`src/rtl/sound_dac_if.sv`:
```
// sound_dac_if: level/mute request in, modulated audio bit and frame/ramp status out
interface sound_dac_if;
   logic [7:0] sound;
   logic       mute;
   logic       dac_out;
   logic       frame_stb;
   logic       ramping;
   modport master (output sound, mute, input dac_out, frame_stb, ramping);
   modport slave (input sound, mute, output dac_out, frame_stb, ramping);
endinterface

```
`src/rtl/sound_dac.sv`:
```
// sound_dac: frame-synchronous soft-start/mute level control feeding a PWM or
// first-order sigma-delta 1-bit audio modulator
module sound_dac #(
   parameter logic MODE    = 1'b0,
   parameter logic RAMP_EN = 1'b1
) (
   input logic       clk,
   input logic       rst,
   sound_dac_if.slave bus
);
   typedef enum logic [1:0] {TRACK, RAMP, MUTED} state_t;
   state_t     state, state_nx;
   logic [7:0] cnt, acc, eff, eff_nx;
   logic [8:0] sum;
   logic       bnd;
   assign bnd = cnt == 8'hFF;
   assign sum = {1'b0, acc} + {1'b0, eff};
   assign bus.ramping = state == RAMP;
   // level and state only move on the last cycle of a frame so each frame is glitch-free
   always_comb begin
      state_nx = state;
      eff_nx   = eff;
      if (bnd) begin
         case (state)
            TRACK: begin
               state_nx = bus.mute ? MUTED : TRACK;
               eff_nx   = bus.mute ? 8'h00 : bus.sound;
            end
            RAMP: begin
               state_nx = bus.mute ? MUTED : (eff == bus.sound ? TRACK : RAMP);
               eff_nx   = bus.mute ? 8'h00 :
                          bus.sound > eff ? eff + 8'd1 :
                          bus.sound < eff ? eff - 8'd1 : eff;
            end
            default: begin
               state_nx = bus.mute ? MUTED : RAMP;
               eff_nx   = 8'h00;
            end
         endcase
      end
   end
   always_ff @(posedge clk or posedge rst) begin
      if (rst) begin
         state         <= RAMP_EN ? RAMP : TRACK;
         cnt           <= 8'h00;
         acc           <= 8'h00;
         eff           <= 8'h00;
         bus.dac_out   <= 1'b0;
         bus.frame_stb <= 1'b0;
      end else begin
         state         <= state_nx;
         cnt           <= cnt + 8'd1;
         acc           <= sum[7:0];
         eff           <= eff_nx;
         bus.frame_stb <= bnd;
         bus.dac_out   <= MODE ? sum[8] : (cnt < eff);
      end
   end
endmodule

```
`src/flat_wrapper.sv`:
```
// flat-port wrapper written by rule: the top's interface ports become plain ports
module sound_dac_flat 
#(
   parameter logic MODE    = 1'b0,
   parameter logic RAMP_EN = 1'b1
)
  (clk, rst, bus_sound, bus_mute, bus_dac_out, bus_frame_stb, bus_ramping);
  sound_dac_if bus_i ();
  input logic clk;
  input logic rst;
  input wire logic [$bits(bus_i.sound)-1:0] bus_sound;
  input wire logic [$bits(bus_i.mute)-1:0] bus_mute;
  output wire logic [$bits(bus_i.dac_out)-1:0] bus_dac_out;
  output wire logic [$bits(bus_i.frame_stb)-1:0] bus_frame_stb;
  output wire logic [$bits(bus_i.ramping)-1:0] bus_ramping;
  assign bus_i.sound = bus_sound;
  assign bus_i.mute = bus_mute;
  assign bus_dac_out = bus_i.dac_out;
  assign bus_frame_stb = bus_i.frame_stb;
  assign bus_ramping = bus_i.ramping;
  sound_dac #(.MODE(MODE), .RAMP_EN(RAMP_EN)) u_core (.clk(clk), .rst(rst), .bus(bus_i));
endmodule
```
`config.mk`:
```
export PLATFORM = sky130hd
export DESIGN_NAME = sound_dac_flat
export DESIGN_NICKNAME = d
export VERILOG_FILES = /design/src/rtl/sound_dac_if.sv /design/src/rtl/sound_dac.sv /design/src/flat_wrapper.sv
export SDC_FILE = /design/constraint.sdc
export NUM_CORES = 1
export LEC_CHECK = 0
export BUFFER_PORTS_ARGS = -buffer_cell sky130_fd_sc_hd__buf_4
export CELL_PAD_IN_SITES_DETAIL_PLACEMENT = 0
export CELL_PAD_IN_SITES_GLOBAL_PLACEMENT = 2
export CORE_ASPECT_RATIO = 0.7
export CORE_MARGIN = 1.5
export CORE_UTILIZATION = 37
export CTS_CLUSTER_DIAMETER = 100
export DETAILED_ROUTE_END_ITERATION = 6
export PLACE_DENSITY_LB_ADDON = 0.12
export SETUP_SLACK_MARGIN = 0.15
export SYNTH_ARGS = -nofsm -noshare
export SYNTH_HDL_FRONTEND = slang
export SYNTH_SLANG_ARGS = --single-unit
```
`constraint.sdc`:
```
create_clock -name clk -period 3.45 [get_ports clk]
set_input_delay 0.5175 -clock clk [delete_from_list [all_inputs] [get_ports clk]]
set_output_delay 0.5175 -clock clk [all_outputs]
set_load 0.03 [all_outputs]
```
==> results.yml <==
cts:
  clk_pin_slew_ps: 80
  hold_buffers: 0
  htreeDepth: 1
  clk_latency_ps: 260
  root_buffer: "clkbuf_8"
  cts_tree: "done"
  cts_buffer_depth: 2
  cts_buffers: 3
  clock_sinks: 20
  cts_setup_buffers: 0
  cts_resized: 1
final_layout:
  syn2layout_area_growth_pct: 16.1
  drive_above_1_share: 0.174
  diodes: 0
  fin_cells: 224
  layout.nets: 207
  fillCellCount: 394
timing:
  max_freq_mhz: 324
  finalHoldViolations: 0
  worst_slew_pin_slew_ps: 784
  maxSlewViolCount: 0
  finalSetupTns_ps: 0
  finalWorstPathRequiredPeriod_ps: 3090
  fin_crit_sh: 0.896
  rsz0062_at_grt: "yes"
  skew_ps: 7.13
  setup_viol: 0
  max_slew_margin: 0.477
synthesis:
  synthAdderAreaFrac: 0.196
  ys_ff_latch: 20
  synth_area_leader_cell: "dfrtp_1"
  synth_edf_count: 0
  async_flop_share: 1.00
  synth-simple-area-share: 0.158
  synth_top_family_by_area: "adder cells"
  synth_nets: 189
  synth.most_common_cell: "ha_1"
  synthCells: 155
  synth_compound_area_frac: 0.190
  yosys.area_share.xor_xnor: 0.0582
  ys_seq_area_frac: 0.333
  synth.area.mux_share: 0.0175
  synthTopCellsByCount: "22 x ha_1, 19 x dfrtp_1, 15 x a21oi_1, 14 x inv_1, 12 x nor2_1"
  synth_cell_types: 41
  synth_ff_type: "dfrtp_1"
  synth_top_area_share: 0.316
  yosys_warnings: 0
  synthesis.area_um2: 1510
  synthTopCellsByArea: "dfrtp_1 32%, ha_1 18%, a21oi_1 5.0%"
  syn_avg_cell_area_um2: 9.71
detailed_routing:
  first_iter_violations: 50
  route.detailed.wl_per_inst_um: 14.3
  antenna_left: 0
  via_count: 1150
  viasPerCell: 5.13
  first_pass_iters: 4
  drc: 0
  wl_mm: 3.21
global_route:
  grt_pass1_wl_mm: 5.28
  use_met1: 0.217
  grt_busiest_layer: "met2"
  grt_max_degree: 21
  gr-usage-met3: 0.0407
  grt_pass1_vias: 1088
  antenna_found_initial: 0
  grt_util_all_layers: 0.154
  use_met2: 0.241
  grt_remaining_overflow: 0
floorplan:
  initial_utilization: 0.386
  rows: 19
  die_w_um: 79.2
  die_y_um: 56.4
  core-area_um2: 3900
  pin_count: 14
  die_area_um2: 4470
worst_setup_path:
  cp-end-kind: "flop"
  path_class: "reg2reg"
  cp.required_ps: 3640
  cp-start-kind: "flop"
  critPathMaxFanout: 7
  crit_arrival_ps: 3280
  rr_startpoint: "u_core.eff[1]"
  cp-startpoint: "u_core.eff[1]"
place:
  placed_cells: 220
  gp_congestion: 0.799
  io_buffers: 13
  hpwl_mm: 2.55
power_and_ir_drop:
  p_per_area_nw_per_um2: 306
  power.leakage_uw: 0.000841
  peakVddDrop_mv: 0.167
outcome:
  status: "finished, final reports clean"
flow_run:
  max_cap_violations: 0
min_path:
  hold_path.class: "in2async"
[worst paths after layout]
path                                   endpoint  depth (start not counted)  slack, ps
worst max-delay path              u_core.eff[7]                         13        360
worst min-delay path              u_core.cnt[4]                          2        400
worst max register to register    u_core.eff[7]                         13        360
worst min register to register    u_core.cnt[0]                          1        500
max in group asynchronous         u_core.eff[1]                          2       2560
min in group clk                u_core.state[0]                          2        430
[critical path, cell delays in order, from the launching register on]
cell      delay (ps)
dfrtp_1          420
inv_1             80
ha_1             280
nor2b_1          130
o211a_1          220
o211ai_1         250
and2_2           280
ha_1             250
a21oi_1          210
o211ai_1         180
o41ai_2          280
nand3_1          140
nor2b_1          160
o211ai_2         160
[flip-flops by register name (all words and copies together), names as in the netlist]
| signal | count |
|---|---|
| u_core.bus.dac_out | 1 |
| u_core.bus.frame_stb | 1 |
| u_core.cnt | 8 |
| u_core.eff | 8 |
| u_core.state | 2 |
[per-layer routing]
layer  vias up  routed length, um
met4         0                 13
li1        602                  -
met3         2                156
met2        25               1380
met1       521               1660
met5         -                  0
[report_power, final]
part / internal [uW] / switching, uW / leakage [uW]
Clock: 155 / 84.6 / 0.0000357
Combinational: 27.2 / 34.2 / 0.000554
Sequential: 234 / 0 / 0.000251
[kinds of logic (layout without fill, tap and decap cells)]
family	Yosys count	after routing
adders and majority gates	23	23
xor gates and xnor gates	10	10
buffers and inverters	16	33
DFF	20	20
AOI/OAI and AO/OA	43	43
and+or+nand+nor	41	41
muxes	2	2
[stage by stage]
step,setup WS (ps),util,hold slack [ps],instance area (um2),total power [uW]
finish,359,0.448,398,1750,535
global placement,121,0.427,482,1660,299
CTS,231,0.445,420,1740,544
floorplan,461,-,447,1510,278
detailed placement,4.10,0.427,485,1660,300
global route,87.3,0.448,428,1750,559
[layout make-up]
class | instances | area [um2] | share of cell area
inverter | 14 | 52.6 | 0.0301
timing repair buffer | 15 | 113 | 0.0644
sequential | 20 | 502 | 0.287
clock inverter | 1 | 30.0 | 0.0172
multi-input combinational | 119 | 945 | 0.540
clock buffer | 3 | 41.3 | 0.0236
tap | 52 | 65.1 | 0.0372
[placed cells by master, fill, tap and decap left out, drive strengths merged, types with 2 or more instances in the layout]
| cell type | instances |
|---|---|
| and4 | 3 |
| buf | 15 |
| a21o | 5 |
| nor3 | 3 |
| ha | 22 |
| a22oi | 7 |
| nand2 | 8 |
| nand3 | 7 |
| inv | 14 |
| xor2 | 4 |
| mux2 | 2 |
| nor2 | 12 |
| xnor2 | 6 |
| nor2b | 2 |
| a21oi | 15 |
| dfrtp | 19 |
| clkbuf | 3 |
| o211ai | 3 |
| o21ai | 4 |
No activity file was read; power rests on OpenSTA's default activity.
